## src/rtl/riscv_pkg.sv

```systemverilog
// Shared types for the boot loader: FSM state encoding and the frame sync byte.
package riscv_pkg;

    typedef enum logic [2:0] {
        ST_IDLE   = 3'd0,
        ST_LEN_LO = 3'd1,
        ST_LEN_HI = 3'd2,
        ST_DATA   = 3'd3,
        ST_CHECK  = 3'd4,
        ST_DONE   = 3'd5,
        ST_ERROR  = 3'd6
    } boot_state_t;

    localparam logic [7:0] BOOT_SYNC_BYTE = 8'hA5;

endpackage

```

## src/rtl/riscv_boot_loader.sv

```systemverilog
// Loads a framed program image from a byte stream into instruction memory and holds the
// core in reset until the whole image has arrived with a matching XOR checksum.
module riscv_boot_loader
    import riscv_pkg::*;
#(
    parameter int IMEM_ADDR_WIDTH = 8,
    parameter int INST_WIDTH      = 32,
    parameter int TIMEOUT_CYCLES  = 4096
) (
    input  logic                       i_clk,
    input  logic                       i_rst,
    input  logic                       i_rx_valid,
    input  logic [7:0]                 i_rx_data,
    output logic                       o_rx_ready,
    input  logic                       i_reload,
    output logic                       o_imem_we,
    output logic [IMEM_ADDR_WIDTH-1:0] o_imem_addr,
    output logic [INST_WIDTH-1:0]      o_imem_wdata,
    output logic                       o_core_rst_n,
    output logic                       o_busy,
    output logic                       o_done,
    output logic                       o_err,
    output boot_state_t                o_state
);

    localparam int                 TCNT_W    = $clog2(TIMEOUT_CYCLES + 1);
    localparam logic [TCNT_W-1:0]  TCNT_LAST = TCNT_W'(TIMEOUT_CYCLES - 1);
    localparam logic [16:0]        MAX_WORDS = 17'(2 ** IMEM_ADDR_WIDTH);

    boot_state_t                state, state_next;
    logic [7:0]                 len_lo_q;
    logic [15:0]                len_q;
    logic [1:0]                 byte_cnt;
    logic [IMEM_ADDR_WIDTH-1:0] word_idx;
    logic [INST_WIDTH-9:0]      byte_sr;
    logic [7:0]                 chk_q;
    logic [TCNT_W-1:0]          tcnt;

    logic        accept;
    logic [15:0] len_full;
    logic        len_bad;
    logic        last_word;
    logic        timeout_hit;

    // Byte handshake: a byte transfers on a rising edge where i_rx_valid && o_rx_ready.
    // o_rx_ready depends only on state; a byte offered together with i_reload is dropped.
    assign accept      = i_rx_valid && o_rx_ready && !i_reload;
    assign len_full    = {i_rx_data, len_lo_q};
    assign len_bad     = (len_full == 16'd0) || ({1'b0, len_full} > MAX_WORDS);
    assign last_word   = (16'(word_idx) == (len_q - 16'd1));
    assign timeout_hit = o_busy && !accept && (tcnt == TCNT_LAST);
    assign o_state     = state;

    always_ff @(posedge i_clk) begin
        if (i_rst) begin
            state <= ST_IDLE;
        end else begin
            state <= state_next;
        end
    end

    always_comb begin
        state_next = state;
        if (i_reload) begin
            state_next = ST_IDLE;
        end else if (timeout_hit) begin
            state_next = ST_ERROR;
        end else if (accept) begin
            case (state)
                ST_IDLE:   if (i_rx_data == BOOT_SYNC_BYTE) state_next = ST_LEN_LO;
                ST_LEN_LO: state_next = ST_LEN_HI;
                ST_LEN_HI: state_next = len_bad ? ST_ERROR : ST_DATA;
                ST_DATA:   if (byte_cnt == 2'd3 && last_word) state_next = ST_CHECK;
                ST_CHECK:  state_next = (i_rx_data == chk_q) ? ST_DONE : ST_ERROR;
                default:   state_next = state;
            endcase
        end
    end

    always_comb begin
        o_rx_ready = 1'b0;
        o_busy     = 1'b0;
        o_done     = 1'b0;
        o_err      = 1'b0;
        case (state)
            ST_IDLE: o_rx_ready = 1'b1;
            ST_LEN_LO, ST_LEN_HI, ST_DATA, ST_CHECK: begin
                o_rx_ready = 1'b1;
                o_busy     = 1'b1;
            end
            ST_DONE:  o_done = 1'b1;
            ST_ERROR: o_err  = 1'b1;
            default: ;
        endcase
    end

    // Datapath: length latch, LSB-first word assembly, checksum, write strobe, timeout.
    always_ff @(posedge i_clk) begin
        if (i_rst) begin
            len_lo_q     <= '0;
            len_q        <= '0;
            byte_cnt     <= '0;
            word_idx     <= '0;
            byte_sr      <= '0;
            chk_q        <= '0;
            tcnt         <= '0;
            o_imem_we    <= 1'b0;
            o_imem_addr  <= '0;
            o_imem_wdata <= '0;
            o_core_rst_n <= 1'b0;
        end else if (i_reload) begin
            len_lo_q     <= '0;
            len_q        <= '0;
            byte_cnt     <= '0;
            word_idx     <= '0;
            byte_sr      <= '0;
            chk_q        <= '0;
            tcnt         <= '0;
            o_imem_we    <= 1'b0;
            o_core_rst_n <= 1'b0;
        end else begin
            o_imem_we    <= 1'b0;
            // Released one cycle after DONE is entered, so the image write has settled.
            o_core_rst_n <= (state == ST_DONE);
            tcnt         <= (accept || !o_busy) ? '0 : tcnt + TCNT_W'(1);
            if (accept) begin
                case (state)
                    ST_LEN_LO: len_lo_q <= i_rx_data;
                    ST_LEN_HI: len_q    <= len_full;
                    ST_DATA: begin
                        chk_q    <= chk_q ^ i_rx_data;
                        byte_cnt <= byte_cnt + 2'd1;
                        byte_sr  <= {i_rx_data, byte_sr[INST_WIDTH-9:8]};
                        if (byte_cnt == 2'd3) begin
                            o_imem_wdata <= {i_rx_data, byte_sr};
                            o_imem_addr  <= word_idx;
                            o_imem_we    <= 1'b1;
                            word_idx     <= word_idx + IMEM_ADDR_WIDTH'(1);
                        end
                    end
                    default: ;
                endcase
            end
        end
    end

endmodule

```

## config.mk

```make
export PLATFORM = sky130hd
export DESIGN_NAME = riscv_boot_loader
export DESIGN_NICKNAME = d
export VERILOG_FILES = /design/src/rtl/riscv_pkg.sv /design/src/rtl/riscv_boot_loader.sv
export SDC_FILE = /design/constraint.sdc
export NUM_CORES = 1
export LEC_CHECK = 0
export ABC_CLOCK_PERIOD_IN_PS = 2600
export BUFFER_PORTS_ARGS = -buffer_cell sky130_fd_sc_hd__buf_4
export CAP_MARGIN = 20
export CORE_MARGIN = 5
export CORE_UTILIZATION = 45
export CTS_BUF_LIST = sky130_fd_sc_hd__clkbuf_8 sky130_fd_sc_hd__clkbuf_16
export DETAILED_ROUTE_END_ITERATION = 10
export GPL_ROUTABILITY_DRIVEN = 0
export GPL_TIMING_DRIVEN = 0
export PLACE_DENSITY_LB_ADDON = 0.15
export SLEW_MARGIN = 15
export SYNTH_ARGS = -nofsm -noshare
export SYNTH_HDL_FRONTEND = slang
export SYNTH_SLANG_ARGS = --single-unit
```

## constraint.sdc

```tcl
create_clock -name i_clk -period 2.6 [get_ports i_clk]
set_clock_uncertainty 0.2 [all_clocks]
set_input_delay 0.78 -clock i_clk [delete_from_list [all_inputs] [get_ports i_clk]]
set_output_delay 0.78 -clock i_clk [all_outputs]
set_load 0.03 [all_outputs]
```

==> results of run 1 <==
synthesized netlist by cell type (all sizes together) (2+ instances only):
master / number / area (um^2)
inv: 8 / 30.0
and2: 4 / 25.0
xnor2: 19 / 166
buf: 5 / 22.5
ha: 4 / 50.1
a21oi: 76 / 380
and3b: 2 / 17.5
nor4b: 2 / 17.5
o21ai: 11 / 55.1
nand3b: 3 / 22.5
nand2: 149 / 559
nand2b: 2 / 12.5
a211oi: 2 / 15.0
clkbuf: 34 / 138
or3: 4 / 25.0
or4: 4 / 30.0
mux2i: 22 / 220
and4: 3 / 26.3
dfxtp: 124 / 2480
or2: 2 / 12.5
nor2: 68 / 255
nor3: 9 / 50.1
nor4: 9 / 62.6
and3: 4 / 25.0
xor2: 25 / 219
nand4: 9 / 56.3
nand3: 10 / 50.1
critical path: cells and delay by family:
kind                   cells  cell delay [ns]
and+or+nand+nor            3             1.19
buffers and inverters      1             0.15
AOI/OAI and AO/OA          3             0.56
timing repair:
| item | CTS | global route |
|---|---|---|
| gates cloned | 0 | 0 |
| setup endpoints to repair | 43 | 79 |
| pin swaps | 0 | 1 |
| hold endpoints to repair | 0 | 0 |
| resized for setup | 1 | 14 |
registers in the layout, indices dropped and copies added (netlist names):
register / cells
o_core_rst_n: 1
o_imem_we: 1
chk_q: 8
len_q: 16
tcnt: 13
byte_sr: 24
word_idx: 8
byte_cnt: 2
o_imem_wdata: 32
o_state: 3
len_lo_q: 8
o_imem_addr: 8
final timing paths:
path	cells after the start	end	slack, ns	startpoint
setup / recovery	7	o_state[0]$_SDFFE_PP0P_	0.07	i_rx_data[1]
hold / removal	2	o_imem_wdata[8]$_SDFFE_PP0P_	0.26	o_imem_wdata[8]$_SDFFE_PP0P_
hold reg to reg	2	o_imem_wdata[8]$_SDFFE_PP0P_	0.26	o_imem_wdata[8]$_SDFFE_PP0P_
setup reg to reg	6	o_state[1]$_SDFFE_PP0P_	0.14	len_q[2]$_SDFFE_PP0P_
cells by family after synthesis:
| logic type | share of synthesized area (%) |
|---|---|
| fa+ha+maj | 0.966 |
| compound gates | 11.2 |
| simple gates | 24.6 |
| xor+xnor | 7.44 |
| flops | 47.9 |
| buf+inv | 3.67 |
| mux | 4.25 |
where the power goes:
group | internal (mW) | switching [mW] | total, mW | leakage (nW)
combinational | 0.0231 | 0.0645 | 0.0875 | 1.05
clock | 1.46 | 0.883 | 2.35 | 0.286
sequential | 1.90 | 0.0000223 | 1.90 | 0.999
per-layer routing:
layer  track usage (%)  vias to the layer above
met5                 0                        -
met4              8.26                        0
met3              5.24                       25
met2              32.7                      106
met1              25.1                     2157
li1                  -                     2277
cell type report:
| class | instances | share of cell area, % |
|---|---|---|
| timing repair buffer | 57 | 6.66 |
| tap | 143 | 2.79 |
| sequential | 124 | 38.7 |
| multi-input combinational | 461 | 39.7 |
| clock buffer | 19 | 7.05 |
| clock inverter | 13 | 2.20 |
| inverter | 8 | 0.468 |
| buffer | 37 | 2.47 |
placed cells by master (no fill, tap or decap), types with 7 or more instances in the layout:
master	synthesis	layout
nand2_1	149	149
dfxtp_1	124	122
a21oi_1	76	76
nor2_1	68	66
buf_4	0	57
clkbuf_1	33	28
xor2_1	25	25
mux2i_1	22	22
xnor2_1	19	19
clkbuf_16	0	17
o21ai_0	10	10
nand3_1	10	10
nand4_1	9	9
nor3_1	8	8
nor4_1	8	8
inv_1	7	7
==> summary.txt, run 1 <==
Placed design
  – Pre-CTS setup slack: -0.357 ns
  – PortBufs: 57
  – Placed Instances: 832
  – Dpl hpwl: 9310 um
  – DP Area: 5800 um^2

STA
  – Post-route setup slack: 0.0736 ns
  – Hold Worst Slack: 0.259 ns
  – Final setup violation count: 0
  – RSZ-0062 raised after global routing: true
  – F_max: 396 MHz
  – Final Critical Period: 2.53 ns
  – Max-slew violations: 0
  – Final Hold Violating Endpoints: 0
  – Period utilisation layout: 97.2%
  – Relative slew slack: 48.9%
  – Fin Setup TNS: 0 ns
  – Worst-margin pin slew: 0.760 ns

CTS
  – Postcts setup bufs: 0
  – Clock sinks: 124
  – Hold_buf cts: 0
  – CTS Buf Count: 17
  – Root Driver: clkbuf_16
  – Clock-pin slew on the worst setup and hold paths: 0.06 ns
  – CTS Buffer Depth: 2
  – TritonCTS clock tree: yes
  – Clock latency on the worst-skew pair: 0.42 ns
  – H-tree depth: 4

Finish
  – Fill count: 1078
  – Final core occ: 56.5%
  – Share of layout cells above drive strength 1: 15.6%
  – Finished Cell Area: 6420 um^2
  – Final std cells w/o fill: 862
  – Area of the multi-input gates: 2550 um^2
  – Sequential Area: 2480 um^2
  – Layout net count: 722
  – P&R area growth vs syn: 24.0%
  – Antenna cells: 0

Setup path
  – Crit path kind: in -> reg
  – CP arrival: 2.68 ns
  – Max incr delay on CP: 0.56 ns
  – Crit path max-delay cell type: or4_1
  – CP cell instances: buf_4 > or4_1 > or4_4 > o311ai_2 > a31oi_1 > nor4_2 > a21o_1
  – CP max FO: 6
  – Worst Setup Start Kind: primary input
  – WP data required: 2.75 ns
  – Worst setup EP type: flop

Floorplan
  – Rows: 39
  – IO Pins: 61
  – Starting Density: 45.5%
  – DIE AREA: 13800 um^2
  – Die X: 117 um
  – Die span in y: 117 um
  – Core area: 11400 um^2

Global routing
  – GRT overflow: 0
  – Overall Global Routing Usage: 20.0%
  – Global-route wire length before repair: 21500 um
  – Vias in the first global route: 4448
  – Largest net degree at the start of global routing: 17
  – Initial antenna violation count: 0

Job
  – Max-Cap Viols: 0

Routing
  – DR top layer: met4
  – DR DRC count: 0
  – Met3 WL: 747 um
  – Routed WL per cell: 15.3 um
  – Vias per cell: 5.30
  – DR vias: 4565
  – Final wirelength: 13200 um
  – Metal2 WL: 6260 um
  – M1 WL: 5890 um
  – First-pass iteration count of the detailed router: 5
  – Post-route ant nets: 0
  – Initial DRC count: 254

Pwr
  – Static Leak: 2.34 nW
  – Power Density: 675 nW/um^2
  – VDD IR max: 0.000438 V
  – Design Power: 4.34 mW

Worst hold path
  – Worst min path class: reg -> reg

Synthesis
  – EDFF count, synth: 0
  – Post-synth ARST share: 0%
  – Mean Syn Cell Area: 8.19 um^2
  – Synth warn: 0
  – Sequential share of the synthesized area: 47.9%
  – Post-Syn Nets: 648
  – Synthesized area: 5180 um^2
  – Mapped Cells: 632
  – Distinct cells, synth: 51
  – Top_reg_cell synth: dfxtp_1
  – #FFs+latches synth: 124

Outcome
  – Status: completed
(Power assumes the default switching activity.)
==> inputs of run 2 (changes only) <==
PLACE_DENSITY = 0.79   (was not set)
PLACE_DENSITY_LB_ADDON = not set   (was 0.15)
==> summary.txt, run 2 (synthesis results as in run 1) <==
Outcome
  – Status: completed

STA
  – Relative slew slack: 52.1%
  – Worst-margin pin slew: 0.712 ns
  – F_max: 402 MHz
  – Period utilisation layout: 95.6%
  – Hold Worst Slack: 0.257 ns
  – Max-slew violations: 0
  – Final setup violation count: 0
  – Post-route setup slack: 0.113 ns
  – RSZ-0062 raised after global routing: true
  – Final Hold Violating Endpoints: 0
  – Final Critical Period: 2.49 ns

Worst hold path
  – Hold path startpoint: byte_sr[7]$_SDFFE_PP0P_
  – Worst min path class: reg -> reg
  – Worst hold path depth: 2

Setup path
  – R2R Path Start: len_q[2]$_SDFFE_PP0P_
  – CP max FO: 7
  – Crit path kind: reg -> reg
  – R2R cell count: 6
  – CP arrival: 2.60 ns
  – Worst setup startpoint: len_q[2]$_SDFFE_PP0P_
  – Worst Setup Start Kind: flop
  – WP data required: 2.72 ns
  – Worst setup EP type: flop

Floorplan
  – Die span in y: 117 um
  – Starting Density: 45.5%
  – Rows: 39
  – DIE AREA: 13800 um^2
  – IO Pins: 61
  – Core area: 11400 um^2
  – Die X: 117 um

Global routing
  – GRT overflow: 0
  – Overall Global Routing Usage: 19.9%
  – Largest net degree at the start of global routing: 17
  – Global-route wire length before repair: 21500 um
  – Vias in the first global route: 4509
  – Initial antenna violation count: 0

Finish
  – Biggest registers after layout: o_imem_wdata x32, byte_sr x24, len_q x16
  – P&R area growth vs syn: 23.7%
  – Antenna cells: 0
  – Share of layout cells above drive strength 1: 14.9%
  – Top reg by flops: o_imem_wdata
  – Most frequent cells in the layout: nand2_1, dfxtp_1, a21oi_1
  – Most common cell after layout, fill and taps aside: nand2_1
  – Final std cells w/o fill: 861
  – Layout net count: 722
  – Fill count: 1001
  – Number of flip-flops in the largest register: 32

CTS
  – H-tree depth: 4
  – Clock sinks: 124
  – Clock latency on the worst-skew pair: 0.42 ns
  – Clock-pin slew on the worst setup and hold paths: 0.06 ns
  – CTS Buf Count: 17
  – Root Driver: clkbuf_16
  – TritonCTS clock tree: yes
  – CTS Buffer Depth: 2

Pwr
  – Static Leak: 2.33 nW
  – VDD IR max: 0.000370 V
  – Power Density: 681 nW/um^2

Placed design
  – Placed Instances: 832
  – Dpl hpwl: 9170 um
  – PortBufs: 57
  – Pre-CTS setup slack: -0.331 ns

Routing
  – Post-route ant nets: 0
  – First-pass iteration count of the detailed router: 4
  – DR DRC count: 0
  – DR vias: 4664
  – Initial DRC count: 332
  – Routed WL per cell: 15.0 um
  – Final wirelength: 12900 um
  – Vias per cell: 5.42

Job
  – Max-Cap Viols: 0
run 2: changes by cell type in the layout (fill, tap and decap cells not counted), sizes merged:
| cell | delta |
|---|---|
| clkinvlp | -3 |
| clkbuf | +1 |
| inv | +1 |
run 2: per-stage QoR:
step	utilization, %	total power, mW	TNS (ns)	instance area, um^2
2_1_floorplan	-	1.98	-0.0176	5190
3_3_place_gp	51.0	2.02	-16.69	5800
3_5_place_dp	51.0	2.02	-19.12	5800
4_1_cts	56.3	4.38	0	6400
5_1_grt	56.4	4.49	-0.0267	6410
6_report	56.4	4.36	0	6410
run 2: area by class of cell:
class / count / area [um^2] / area share [%]
Tap cell: 143 / 179 / 2.79
Clock buffer: 20 / 467 / 7.28
Multi-Input combinational cell: 461 / 2530 / 39.4
Timing Repair Buffer: 57 / 428 / 6.68
Buffer: 37 / 156 / 2.44
Inverter: 8 / 30.0 / 0.469
Clock inverter: 11 / 135 / 2.11
Sequential cell: 124 / 2480 / 38.8
run 2: timing repair:
action                                  in CTS  in global routing
setup buffers                                0                  0
cloned                                       0                  0
endpoints found under the setup margin      42                 46
hold buffers                                 0                  0
hold endpoints to repair                     0                  0
resized for setup                            2                  4
pin swaps                                    0                  1
run 2: worst paths after layout:
path	endpoint	slack (ns)
max	o_state[1]$_SDFFE_PP0P_	0.11
min	o_imem_wdata[7]$_SDFFE_PP0P_	0.26
max reg2reg	o_state[1]$_SDFFE_PP0P_	0.11
min reg2reg	o_imem_wdata[7]$_SDFFE_PP0P_	0.26
run 2: routing by layer:
metal  part of all wire [%]  GRT usage (%)  vias up  routed length, um
li1                       -              -     2277                  -
met1                     43           24.1     2230               5520
met2                     49           33.0      129               6310
met3                    6.2           5.60       28                799
met4                    2.3           8.26        0                296
met5                      0              0        -                  0
run 2: worst max-delay path, stage by stage, from the launching register on:
cell and delay (ns):
dfxtp_1 0.37, or4_1 0.60, a2111oi_0 0.42, a211oi_1 0.13, a22oi_1 0.19, nand4_1 0.23
a22o_1 0.24
run 2: report_power, final:
| part | switching (mW) | leakage [nW] | internal (mW) | total, mW |
|---|---|---|---|---|
| clock network | 0.882 | 0.297 | 1.49 | 2.38 |
| registers | 0.0000249 | 0.999 | 1.90 | 1.90 |
| logic | 0.0624 | 1.03 | 0.0227 | 0.0851 |
==> inputs of run 3 (changes only) <==
CORE_UTILIZATION = 47   (was 45)
PLACE_DENSITY = 0.81   (was 0.79)
==> summary.txt, run 3 (synthesis results as in run 1) <==
CTS
  – H-tree depth: 4
  – CTS Buffer Depth: 2
  – Clock sinks: 124
  – Clock-pin slew on the worst setup and hold paths: 0.06 ns
  – Hold_buf cts: 0
  – CTS Buf Count: 17
  – Clock latency on the worst-skew pair: 0.53 ns
  – Postcts setup bufs: 0
  – TritonCTS clock tree: yes
  – Root Driver: clkbuf_8

Routing
  – Final wirelength: 13100 um
  – Post-route ant nets: 0
  – Initial DRC count: 315
  – Routed WL per cell: 15.2 um
  – DR vias: 4686
  – Vias per cell: 5.46
  – DR DRC count: 0
  – First-pass iteration count of the detailed router: 5

Global routing
  – Vias in the first global route: 4576
  – GRT overflow: 0
  – Global-route wire length before repair: 21500 um
  – Largest net degree at the start of global routing: 17
  – Overall Global Routing Usage: 20.4%
  – Initial antenna violation count: 0

STA
  – Relative slew slack: 47.4%
  – Worst-margin pin slew: 0.785 ns
  – Max-slew violations: 0
  – Period utilisation layout: 98.2%
  – RSZ-0062 raised after global routing: false
  – Final Critical Period: 2.55 ns
  – F_max: 392 MHz
  – Hold Worst Slack: 0.254 ns
  – Final setup violation count: 0
  – Final Hold Violating Endpoints: 0

Setup path
  – CP arrival: 1.57 ns
  – Crit path to: o_busy
  – Worst r2r dst: o_state[1]$_SDFFE_PP0P_
  – Worst Setup Start Kind: flop
  – R2R cell count: 6
  – R2R Path Start: len_q[2]$_SDFFE_PP0P_
  – Worst setup startpoint: o_state[0]$_SDFFE_PP0P_
  – R2R Setup Slk: 0.10 ns
  – WP data required: 1.62 ns
  – Worst setup EP type: output pin
  – CP max FO: 11
  – Crit path kind: reg -> out

Finish
  – Antenna cells: 0
  – Most common cell after layout, fill and taps aside: nand2_1
  – Final core occ: 58.6%
  – Top reg by flops: o_imem_wdata
  – P&R area growth vs syn: 22.6%
  – Most frequent cells in the layout: nand2_1, dfxtp_1, a21oi_1
  – Layout net count: 723
  – Biggest registers after layout: o_imem_wdata x32, byte_sr x24, len_q x16
  – Number of flip-flops in the largest register: 32
  – Share of layout cells above drive strength 1: 14.9%

Floorplan
  – DIE AREA: 13200 um^2
  – Core area: 10800 um^2
  – IO Pins: 61
  – Starting Density: 47.8%
  – Rows: 38
  – Die X: 115 um
  – Die span in y: 115 um

Pwr
  – Power Density: 652 nW/um^2
  – Static Leak: 2.29 nW
  – VDD IR max: 0.000335 V

Placed design
  – PortBufs: 57
  – Dpl hpwl: 9140 um

Job
  – Max-Cap Viols: 0

Worst hold path
  – Worst min path class: reg -> reg

Outcome
  – Status: completed
[run 3: routing by layer]
layer  GRT usage, %  share of wire [%]  up-vias
met5              0                  0        -
met4           10.2                2.7        0
met3           5.47                6.8       36
met2           34.8                 50      156
met1           23.6                 41     2221
li1               -                  -     2273
[run 3: layout make-up]
class,instances,area (um^2)
clock buffers,18,428
repair buffers,57,428
fillers,949,4490
well taps,140,175
flip-flops and latches,124,2490
plain buffers,38,160
inverters,8,30.0
multi-input cells,461,2520
clock inverters,13,119
[run 3: worst min-delay path by stage]
stage	cells after the start	slack (ns)	end	from
after global placement	2	0.24	byte_cnt[1]$_SDFFE_PP0P_	byte_cnt[1]$_SDFFE_PP0P_
after global routing	2	0.27	byte_sr[4]$_SDFFE_PP0P_	byte_sr[4]$_SDFFE_PP0P_
after CTS	2	0.26	o_imem_wdata[17]$_SDFFE_PP0P_	o_imem_wdata[17]$_SDFFE_PP0P_
after floorplan	2	0.23	o_imem_wdata[0]$_SDFFE_PP0P_	byte_sr[0]$_SDFFE_PP0P_
after detailed placement	2	0.25	byte_sr[4]$_SDFFE_PP0P_	byte_sr[4]$_SDFFE_PP0P_
final	2	0.25	o_imem_wdata[25]$_SDFFE_PP0P_	o_imem_wdata[25]$_SDFFE_PP0P_
[run 3: timing repair]
item,in CTS,in global routing
endpoints found under the setup margin,26,4
hold endpoints to repair,0,0
resized for setup,3,4
[run 3: power by group]
group | switching [mW] | internal (mW) | leakage (nW)
Clock | 0.870 | 1.29 | 0.259
Combinational | 0.0624 | 0.0227 | 1.04
Sequential | 0.0000244 | 1.90 | 1.00
[run 3: through the flow]
step	area, um^2	cells	TNS, ns	power (mW)	worst slack, ns
after global placement	5800	829	-16.45	2.02	-0.273
after global routing	6350	859	0	4.27	0.00466
final	6350	859	0	4.14	0.0465
after floorplan	5190	632	-0.0176	1.98	-0.0176
after CTS	6350	859	0	4.16	0.0308
after detailed placement	5800	829	-20.17	2.02	-0.323
[run 3: critical path: stages, from the launching register on]
cell     delay [ns]
dfxtp_2        0.39
nor2_2         0.25
xnor2_1        0.20
buf_4          0.21
